$ cat src/rtl/bus_dma_initiator.sv
// Word-by-word block copy engine acting as a second bus initiator.
// Each word is one READ phase (READ_LATENCY+1 cycles) followed by one WRITE cycle.
module bus_dma_initiator #(
  parameter int READ_LATENCY = 1,
  parameter int COUNT_WIDTH  = 16,
  parameter int ADDR_STEP    = 4
) (
  input  logic                   clk,
  input  logic                   reset,
  input  logic                   start,
  input  logic                   abort,
  input  logic [31:0]            src_address,
  input  logic [31:0]            dst_address,
  input  logic [COUNT_WIDTH-1:0] word_count,
  output logic                   busy,
  output logic                   done,
  output logic [COUNT_WIDTH-1:0] remaining,
  output logic                   read,
  output logic                   write,
  output logic [31:0]            address,
  output logic [31:0]            write_data,
  input  logic [31:0]            read_data
);

  localparam int WAIT_W = (READ_LATENCY > 0) ? $clog2(READ_LATENCY + 1) : 1;
  localparam logic [WAIT_W-1:0] WAIT_LAST = WAIT_W'(READ_LATENCY);
  localparam logic [31:0] STEP = 32'(ADDR_STEP);

  typedef enum logic [1:0] {
    S_IDLE,
    S_READ,
    S_WRITE,
    S_DONE
  } state_t;

  state_t                 state_q, state_d;
  logic [WAIT_W-1:0]      wait_q, wait_d;
  logic [COUNT_WIDTH-1:0] remaining_q, remaining_d;
  logic [31:0]            src_q, src_d;
  logic [31:0]            dst_q, dst_d;
  logic [31:0]            buf_q, buf_d;

  always_comb begin
    state_d     = state_q;
    wait_d      = wait_q;
    remaining_d = remaining_q;
    src_d       = src_q;
    dst_d       = dst_q;
    buf_d       = buf_q;
    case (state_q)
      S_IDLE: begin
        // A zero-length request still latches remaining so it reads back as 0.
        if (start) begin
          remaining_d = word_count;
          src_d       = src_address;
          dst_d       = dst_address;
          wait_d      = '0;
          state_d     = (word_count != '0) ? S_READ : S_DONE;
        end
      end
      S_READ: begin
        if (abort) begin
          wait_d  = '0;
          state_d = S_IDLE;
        end else if (wait_q == WAIT_LAST) begin
          buf_d   = read_data;
          wait_d  = '0;
          state_d = S_WRITE;
        end else begin
          wait_d = wait_q + WAIT_W'(1);
        end
      end
      S_WRITE: begin
        remaining_d = remaining_q - COUNT_WIDTH'(1);
        src_d       = src_q + STEP;
        dst_d       = dst_q + STEP;
        if (abort) begin
          state_d = S_IDLE;
        end else if (remaining_d == '0) begin
          state_d = S_DONE;
        end else begin
          state_d = S_READ;
        end
      end
      S_DONE: begin
        state_d = S_IDLE;
      end
      default: begin
        state_d = S_IDLE;
      end
    endcase
  end

  always_ff @(posedge clk or posedge reset) begin
    if (reset) begin
      state_q     <= S_IDLE;
      wait_q      <= '0;
      remaining_q <= '0;
      buf_q       <= '0;
    end else begin
      state_q     <= state_d;
      wait_q      <= wait_d;
      remaining_q <= remaining_d;
      buf_q       <= buf_d;
    end
  end

  // Working addresses are only observed in READ/WRITE, so they need no reset.
  always_ff @(posedge clk) begin
    src_q <= src_d;
    dst_q <= dst_d;
  end

  assign read       = (state_q == S_READ);
  assign write      = (state_q == S_WRITE);
  assign busy       = (state_q != S_IDLE);
  assign done       = (state_q == S_DONE);
  assign remaining  = remaining_q;
  assign write_data = buf_q;
  assign address    = (state_q == S_READ)  ? src_q :
                      (state_q == S_WRITE) ? dst_q : 32'h0;

endmodule

$ cat config.mk
export PLATFORM = sky130hd
export DESIGN_NAME = bus_dma_initiator
export DESIGN_NICKNAME = d
export VERILOG_FILES = /design/src/rtl/bus_dma_initiator.sv
export SDC_FILE = /design/constraint.sdc
export NUM_CORES = 1
export LEC_CHECK = 0
export CAP_MARGIN = 10
export CORE_AREA = 2 2 140 142
export CTS_CLUSTER_DIAMETER = 100
export DETAILED_ROUTE_END_ITERATION = 12
export DIE_AREA = 0 0 142 144
export SKIP_CTS_REPAIR_TIMING = 1
export SLEW_MARGIN = 20
export SYNTH_ARGS = -nofsm -noshare
export SYNTH_HDL_FRONTEND = slang
export SYNTH_SLANG_ARGS = --single-unit
$ cat constraint.sdc
create_clock -name clk -period 2.84 [get_ports clk]
set_clock_uncertainty 0.1 [all_clocks]
set_input_delay 0.426 -clock clk [delete_from_list [all_inputs] [get_ports clk]]
set_output_delay 0.426 -clock clk [all_outputs]
set_load 0.01 [all_outputs]
* Yosys cells after proc, flatten, opt, wreduce, memory -nomap -nowiden *
Cells that the tools add are included.

storage, ports and cells
  register bits after elaboration = 115
  bits of input ports = 116
  output and inout bits = 84

operators by class
  $add $sub $neg = 4
  equality and inequality tests = 5
  muxes and demuxes = 19
  bitwise gates (word level) = 1
  reduce and logical (&&, ||, !) cells = 10

operator list
  operator                                                                 number
  32-bit two-way mux                                                       4
  32-bit case mux with 2 select lines                                      2
  32-bit by 3-bit adder with 32-bit output, second input constant          2
  16-bit case mux with 2 select lines                                      1
  16-bit zero test                                                         1
  16-bit two-way mux                                                       1
  16-bit nonzero test                                                      1
  16-bit by 1-bit subtractor with 16-bit output, second input constant     1
  2-bit two-way mux                                                        6
  2-bit case mux with 4 select lines                                       1
  2-bit AND reduction                                                      3
  2-bit nonzero test                                                       3
  2-bit == test, second input constant                                     2
  1-bit two-way mux                                                        3
  3-bit by 2-bit inequality test with 1-bit output, second input constant  1
  3-bit AND reduction                                                      1
  2-bit by 1-bit == test with 1-bit output, second input constant          1
  2-bit zero test                                                          1
  2-bit inequality test, second input constant                             1
  1-bit case mux with 2 select lines                                       1
  1-bit adder, second input constant                                       1
  1-bit NOT                                                                1

* Logic depth before layout (Yosys ltp) *
  depth in word-level cells = 5
  gate-level depth with buffers = 8

* Worst setup path before layout *
No wires, ideal clock.

  kind = input port to flip-flop
  start = input port start
  end = register remaining_q[2] (netlist: remaining[2])
  setup time = 126 ps
  arrival = 2275 ps
  required time = 2614 ps
  path slack = 339 ps
  stages on the path = 8
  buffers on the path = 1
  cells stage by stage = nor2b_1 -> nand2b_1 -> clkbuf_1 -> inv_1 -> nor2_1 -> inv_2 -> o21ai_0 -> a221o_1

on the way
  longest elaborated chain between the ends = 2

RTL lines
  item                             line  RTL
  from (decl)                      10    input logic start,
  2-bit inequality test (no line)  n/a
  2-bit AND reduction (no line)    n/a
  to (signal assigned)             103   remaining_q <= remaining_d;
  to (decl)                        38    logic [COUNT_WIDTH-1:0] remaining_q, remaining_d;

No other way between the ends.
A chain may end at the register's enable or synchronous reset.

* Final worst setup path *
  start = register state_q[0]
  end = output port address[21]

on the way
  longest elaborated chain between the ends = 3

RTL lines
  item                    line  RTL
  from (decl)             36    state_t state_q, state_d;
  from (signal assigned)  101   state_q <= state_d;
  2-bit == test           121   (state_q == S_WRITE) ? dst_q : 32'h0;
  32-bit two-way mux      121
  32-bit two-way mux *    120   assign address = (state_q == S_READ) ? src_q :
  to (decl)               20    output logic [31:0] address,

Mark *: on every way between the ends. The rest lies on a longest branch, timed or not.

==> impl_metrics.tcl <==
set metrics [dict create \
    synth_cell_types 56 \
    max_stage_delay_ns 0.58 \
    multiInputGateArea_um2 3080 \
    hold_path_class "in -> async" \
    cts_buffers 17 \
    met3_usage 0.0712 \
    power_frac_seq 0.355 \
    ir_drop_uv 488 \
    synth_compound_area_frac 0.140 \
    synth_top_area_cell "edfxtp_1" \
    drive_above_1_share 0.113 \
    p_leak_nw 3.50 \
    pre_cts_ws_ns 0.331 \
    syn2layout_area_growth_pct 45.7 \
    synth_simple_gate_area_frac 0.202 \
    finalSetupViolCount 0 \
    slowest_stage "clkdlybuf4s50_1" \
    async_flop_share 0.443 \
    clock_power_share 0.250 \
    seq_area_frac_synth 0.494 \
    r2r-end "dst_q[29]$_DFFE_PP_" \
    routed_wl_mm 19.3 \
    drt_iter0_markers 357 \
    final_cells 1104 \
    crit_fanout 122 \
    r2r_start "dst_q[13]$_DFFE_PP_" \
    die_y_um 144 \
    critPathRequiredTime_ns 2.31 \
    rows 51 \
    grt_pass1_wl_mm 30.0 \
    nFillCells 1768 \
    period_share 0.975 \
    fin_ws_ns 0.0714 \
    ioPinCount 200 \
    grt_antenna_before_repair 1 \
    grt_max_degree 123 \
    clockRootBuffer "clkbuf_16" \
    synth_fp_nets 771 \
    synth_edf_count 64 \
    ff2ff_path_depth 5 \
    drtPass1Iterations 4 \
    critPathCaptureType "output pin" \
    drc 0 \
    h-tree-depth 4 \
    max-clock-path-buffers 2 \
    grt_pass1_vias 5567 \
    cts_sinks 115 \
    postRouteAntennaNets 0 \
    fin_crit_ns 2.77 \
    synth_flop_cell "edfxtp_1" \
    synthMuxAreaShare 0.0556 \
    seqCellArea_um2 3200 \
    synth_top_area_share 0.297 \
    dp.cells 1070 \
    syn_avg_cell_area_um2 9.95 \
    synth-xor-area-share 0.0676 \
    startpoint_type "flop" \
    status "completed" \
    globalRouteOverflowTotal 0 \
    dp_hpwl_mm 13.9 \
    wl_per_cell_um 17.5 \
    rsz0062_at_grt "yes" \
    core_um2 19100 \
    final_max_slew_viol_count 0 \
    grt_util_met2 0.291 \
    clkTransAtPathRegs_ns 0.06 \
    p_int_mw 5.63 \
    worst-slew-pin-transition_ns 0.597 \
    syn-cell-area_um2 6480 \
    vias 5721 \
    cap_violations 0 \
    yosysWarningCount 0 \
    crit_path_cell_trace "nand2b_4 > buf_12 > o21ai_0 > clkdlybuf4s50_1" \
    die_area_um2 20400 \
    port_buffers 199 \
    gp_congestion 0.882 \
    p_sw_frac 0.349 \
    fp.dieW_um 142 \
    power_density_nw_per_um2 916 \
    crit_type "reg -> out" \
    synth-seq-cells 115 \
    start_util 0.340 \
    grt-busiest-layer "met2" \
    p_comb_frac 0.395 \
    hold_viol 0 \
    fin_setup_tns_ns 0 \
    nNetsFinal 971 \
    cts_tree "yes" \
    slew_headroom 0.598 \
    startpoint "state_q[0]$_DFFE_PP0P_" \
    synthAdderAreaFrac 0.00772 \
    fmax_mhz 361 \
    r2r_slack_ns 0.35 \
    routed_via_density 5.18 \
    ys_top_cells_by_area "edfxtp_1 (30%), dfrtp_1 (20%), nand2_1 (5.6%)" \
    grtUsageMet1 0.250 \
    synth_top_family_by_area "simple AND/OR/NAND/NOR gates" \
    clock_latency_ns 0.41 \
    syn_inst 651 \
    grt_use_total 0.189 \
    switchingPower_mw 3.02 \
    worst-endpoint-arrival_ns 2.24 \
]
[power by group through the flow]
stage,clock [mW],combinational [mW],sequential [mW]
floorplan,0,1.54,3.07
global placement,0,3.40,3.08
detailed placement,0,3.42,3.09
CTS,2.21,3.44,3.07
global route,2.28,3.69,3.17
finish,2.16,3.41,3.07
[sequential cells by signal, indices dropped and copies added (netlist names)]
register / flops
dst_q: 32
src_q: 32
write_data: 32
remaining: 16
state_q: 2
wait_q: 1
[metal layers]
metal / routed length (um) / up-vias
met3: 1760 / 20
met1: 8460 / 2678
li1: - / 2795
met2: 8860 / 228
met4: 268 / 0
met5: 0 / -
[final cells by class]
cell class,count,area share
Timing Repair Buffer,216,0.232
Multi-Input combinational cell,483,0.326
Inverter,18,0.00742
Clock buffer,20,0.0530
Clock inverter,12,0.0109
Antenna cell,2,0.000530
Tap cell,238,0.0315
Sequential cell,115,0.339
[worst max-delay path by stage]
stage,slack (ns),to,cells after the start
final,0.07,address[21],4
after global routing,-0.04,address[22],5
after CTS,-0.13,address[20],5
after detailed placement,0.33,address[20],5
after global placement,0.35,dst_q[26]$_DFFE_PP_,5
after floorplan,0.34,remaining[2]$_DFFE_PP0P_,8
[kinds of logic after synthesis]
logic type | Yosys count
fa+ha+maj | 4
compound gates | 141
buf+inv | 53
simple gates | 256
mux | 32
flops | 115
xor+xnor | 50
[cell usage after synthesis (6+ instances only)]
master / n
nand2_1: 97
edfxtp_1: 64
o21ai_0: 61
dfrtp_1: 51
nor2_1: 33
mux2_2: 32
xnor2_1: 31
nand3_1: 29
clkbuf_1: 22
a22o_1: 21
nor3_1: 20
xor2_1: 19
inv_1: 16
and2_1: 12
nor4_1: 12
nand4_1: 10
a31oi_1: 9
o31ai_1: 8
or3_1: 7
or4_1: 7
a21oi_1: 6
buf_2: 6
o21ai_1: 6
[cell usage in the layout (no fill, tap or decap), types with 3 or more instances in the layout]
cell type and instances:
inv_6 6, nor2_1 33, and4_1 4, o31ai_1 8, nor3b_1 3, o21ai_0 61
clkbuf_16 20, o22ai_1 3, and2_1 12, or4_1 7, buf_4 11, nand2_1 97
edfxtp_1 64, mux2_2 32, dfrtp_1 51, a22o_1 21, nand3_1 29, xor2_1 19
a31oi_1 9, nand4_1 10, inv_1 15, and3_1 3, or3_1 7, a21oi_1 6
xnor2_1 31, buf_12 5, nor3_1 20, nand2b_1 4, clkdlybuf4s50_1 199, a221o_1 5
ha_1 4, a21o_1 4, nor4_1 12, o211ai_1 5, o21ai_1 6
[per-stage QoR]
| stage | power [mW] | hold slack [ns] | instance area, um^2 | utilization |
|---|---|---|---|---|
| after floorplan | 4.61 | 0.367 | 6480 | - |
| after global routing | 9.14 | 0.347 | 9440 | 0.495 |
| after global placement | 6.49 | 0.389 | 8830 | 0.463 |
| after detailed placement | 6.51 | 0.394 | 8830 | 0.463 |
| final | 8.65 | 0.285 | 9440 | 0.495 |
| after CTS | 8.72 | 0.294 | 9430 | 0.494 |
[worst max-delay path: cells and delay by family, from the launching register on]
family / cells / cell delay (ns)
simple gates: 1 / 0.19
buf+inv: 2 / 0.82
compound gates: 1 / 0.30
flops: 1 / 0.44
(Power assumes the default switching activity.)
==> variant (same flow settings) <==
`READ_LATENCY`: 1 -> 2. Comments in the files are not updated.
--- a/src/rtl/bus_dma_initiator.sv
+++ b/src/rtl/bus_dma_initiator.sv
@@ -2,5 +2,5 @@
 // Each word is one READ phase (READ_LATENCY+1 cycles) followed by one WRITE cycle.
 module bus_dma_initiator #(
-  parameter int READ_LATENCY = 1,
+  parameter int READ_LATENCY = 2,
   parameter int COUNT_WIDTH  = 16,
   parameter int ADDR_STEP    = 4
Behaviour: not the same (Yosys sat finds a counterexample within 4 cycles, from zero or initial values and one cycle with reset high).
==> variant against the unedited design <==
Final area grew 0.58%; power shrank 6.2%; clock power up 4%; sequential cell count increased by 1; synthesized area up 1.5%; wire length is 5.1% higher; combinational power decreased by 15%; worst setup slack improved by 0.11 ns; critical endpoint is now address[31].
==> variant: results (changes against the unedited design) <==
crit path DAT=2.13 ns (-0.11 ns); number of global-route vias before repair=5711 (+2.6%); met2 wire len=10100 um (+15%); fillers=1786 (+1.0%); largest net degree at the start of global routing=113 (-8.1%); Routed WL=20300 um (+5.1%); met3 routed WL=891 um (-49%); outcome=finished, final reports clean; Final #Nets=974 (+0.31%); DR vias/cell=5.34 (+3.0%); Clock buffer cells=28 (+40%); Global Route Usage Sum=0.200 (+0.0114); Post-Synthesis Cells=658 (+1.1%); met1 usage=0.259 (+0.00882); crit-path max FO=18 (-85%); grt met3 use=0.0354 (-0.0358); Tot Pwr=8110 uW (-6.2%); top cells by count, synth=nand2_1 (93), edfxtp_1 (64), dfrtp_1 (52); multi-input logic area=3110 sq um (+1.1%); Slew Limit Headroom=0.555 (-0.0438); Final non-clock buffer share=0.226 (-0.00569); global-route wire length before repair=31700 um (+5.6%); drt pass-1 iters=5 (+1); placed cell area=8860 sq um (+0.37%); routed length per instance=18.4 um (+5.0%); Clock Power Share=0.278 (+0.028); Critical Path Max Stage Delay=0.53 ns (-0.05 ns); sequential power=2950 uW (-4%); Non-clock buffers=216 (unchanged); n_diodes=0 (-2); M2 GR Usage=0.338 (+0.0473); #MultiIn Comb=482 (-0.21%); clk sink count=116 (+0.87%); VDD IR max=0.395 mV (-19%); Finished Cell Area=9500 sq um (+0.58%); clock network area share=0.0665 (+0.00266); Inverters=21 (+3); Lkg Pwr=0.00356 uW (+1.6%); FF+latch area=3220 sq um (+0.78%); initial antenna violation count=0 (-1); Yosys cell types=58 (+3.6%); Hold WC Path Type=flip-flop to flip-flop; RePlAce Congestion=0.849 (-3.7%); DPL Wire Length=14500 um (+4.6%); asr flop ratio synth=0.448 (+0.00480); pre-CTS WS=0.446 ns (+0.116 ns); r2r worst-path depth=6 (+1); internal power=5440 uW (-3.4%)
==> variant: changes by cell type after synthesis, sizes merged, moves of 4 or more <==
cell	delta
and3	+4
o311ai	+4
or3	-4
nor2	-12
nor4	+8
o31ai	-6
and4	+4
xnor2	+8
nor3b	-4
nand2	-4
a31oi	-7
a21o	-4
a22o	+5
or4	-6
==> variant: path summary, 6_finish.rpt <==
kind	to	slack (ns)	startpoint
min in group asynchronous	write_data[18]	0.41	reset
min reg2reg	write_data[19]	0.39	write_data[19]
max reg2reg	src_q[28]	0.37	src_q[2]
max	address[31]	0.18	state_q[0]
min	write_data[19]	0.39	write_data[19]
max in group asynchronous	write_data[28]	1.79	reset
==> variant: cell families after synthesis <==
group,count (synthesis),share of synthesized area
xor gates and xnor gates,58,0.0772
buffers and inverters,60,0.0375
and+or+nand+nor,246,0.191
muxes,32,0.0548
AOI/OAI and AO/OA,142,0.141
DFF,116,0.490
adders and majority gates,4,0.00761
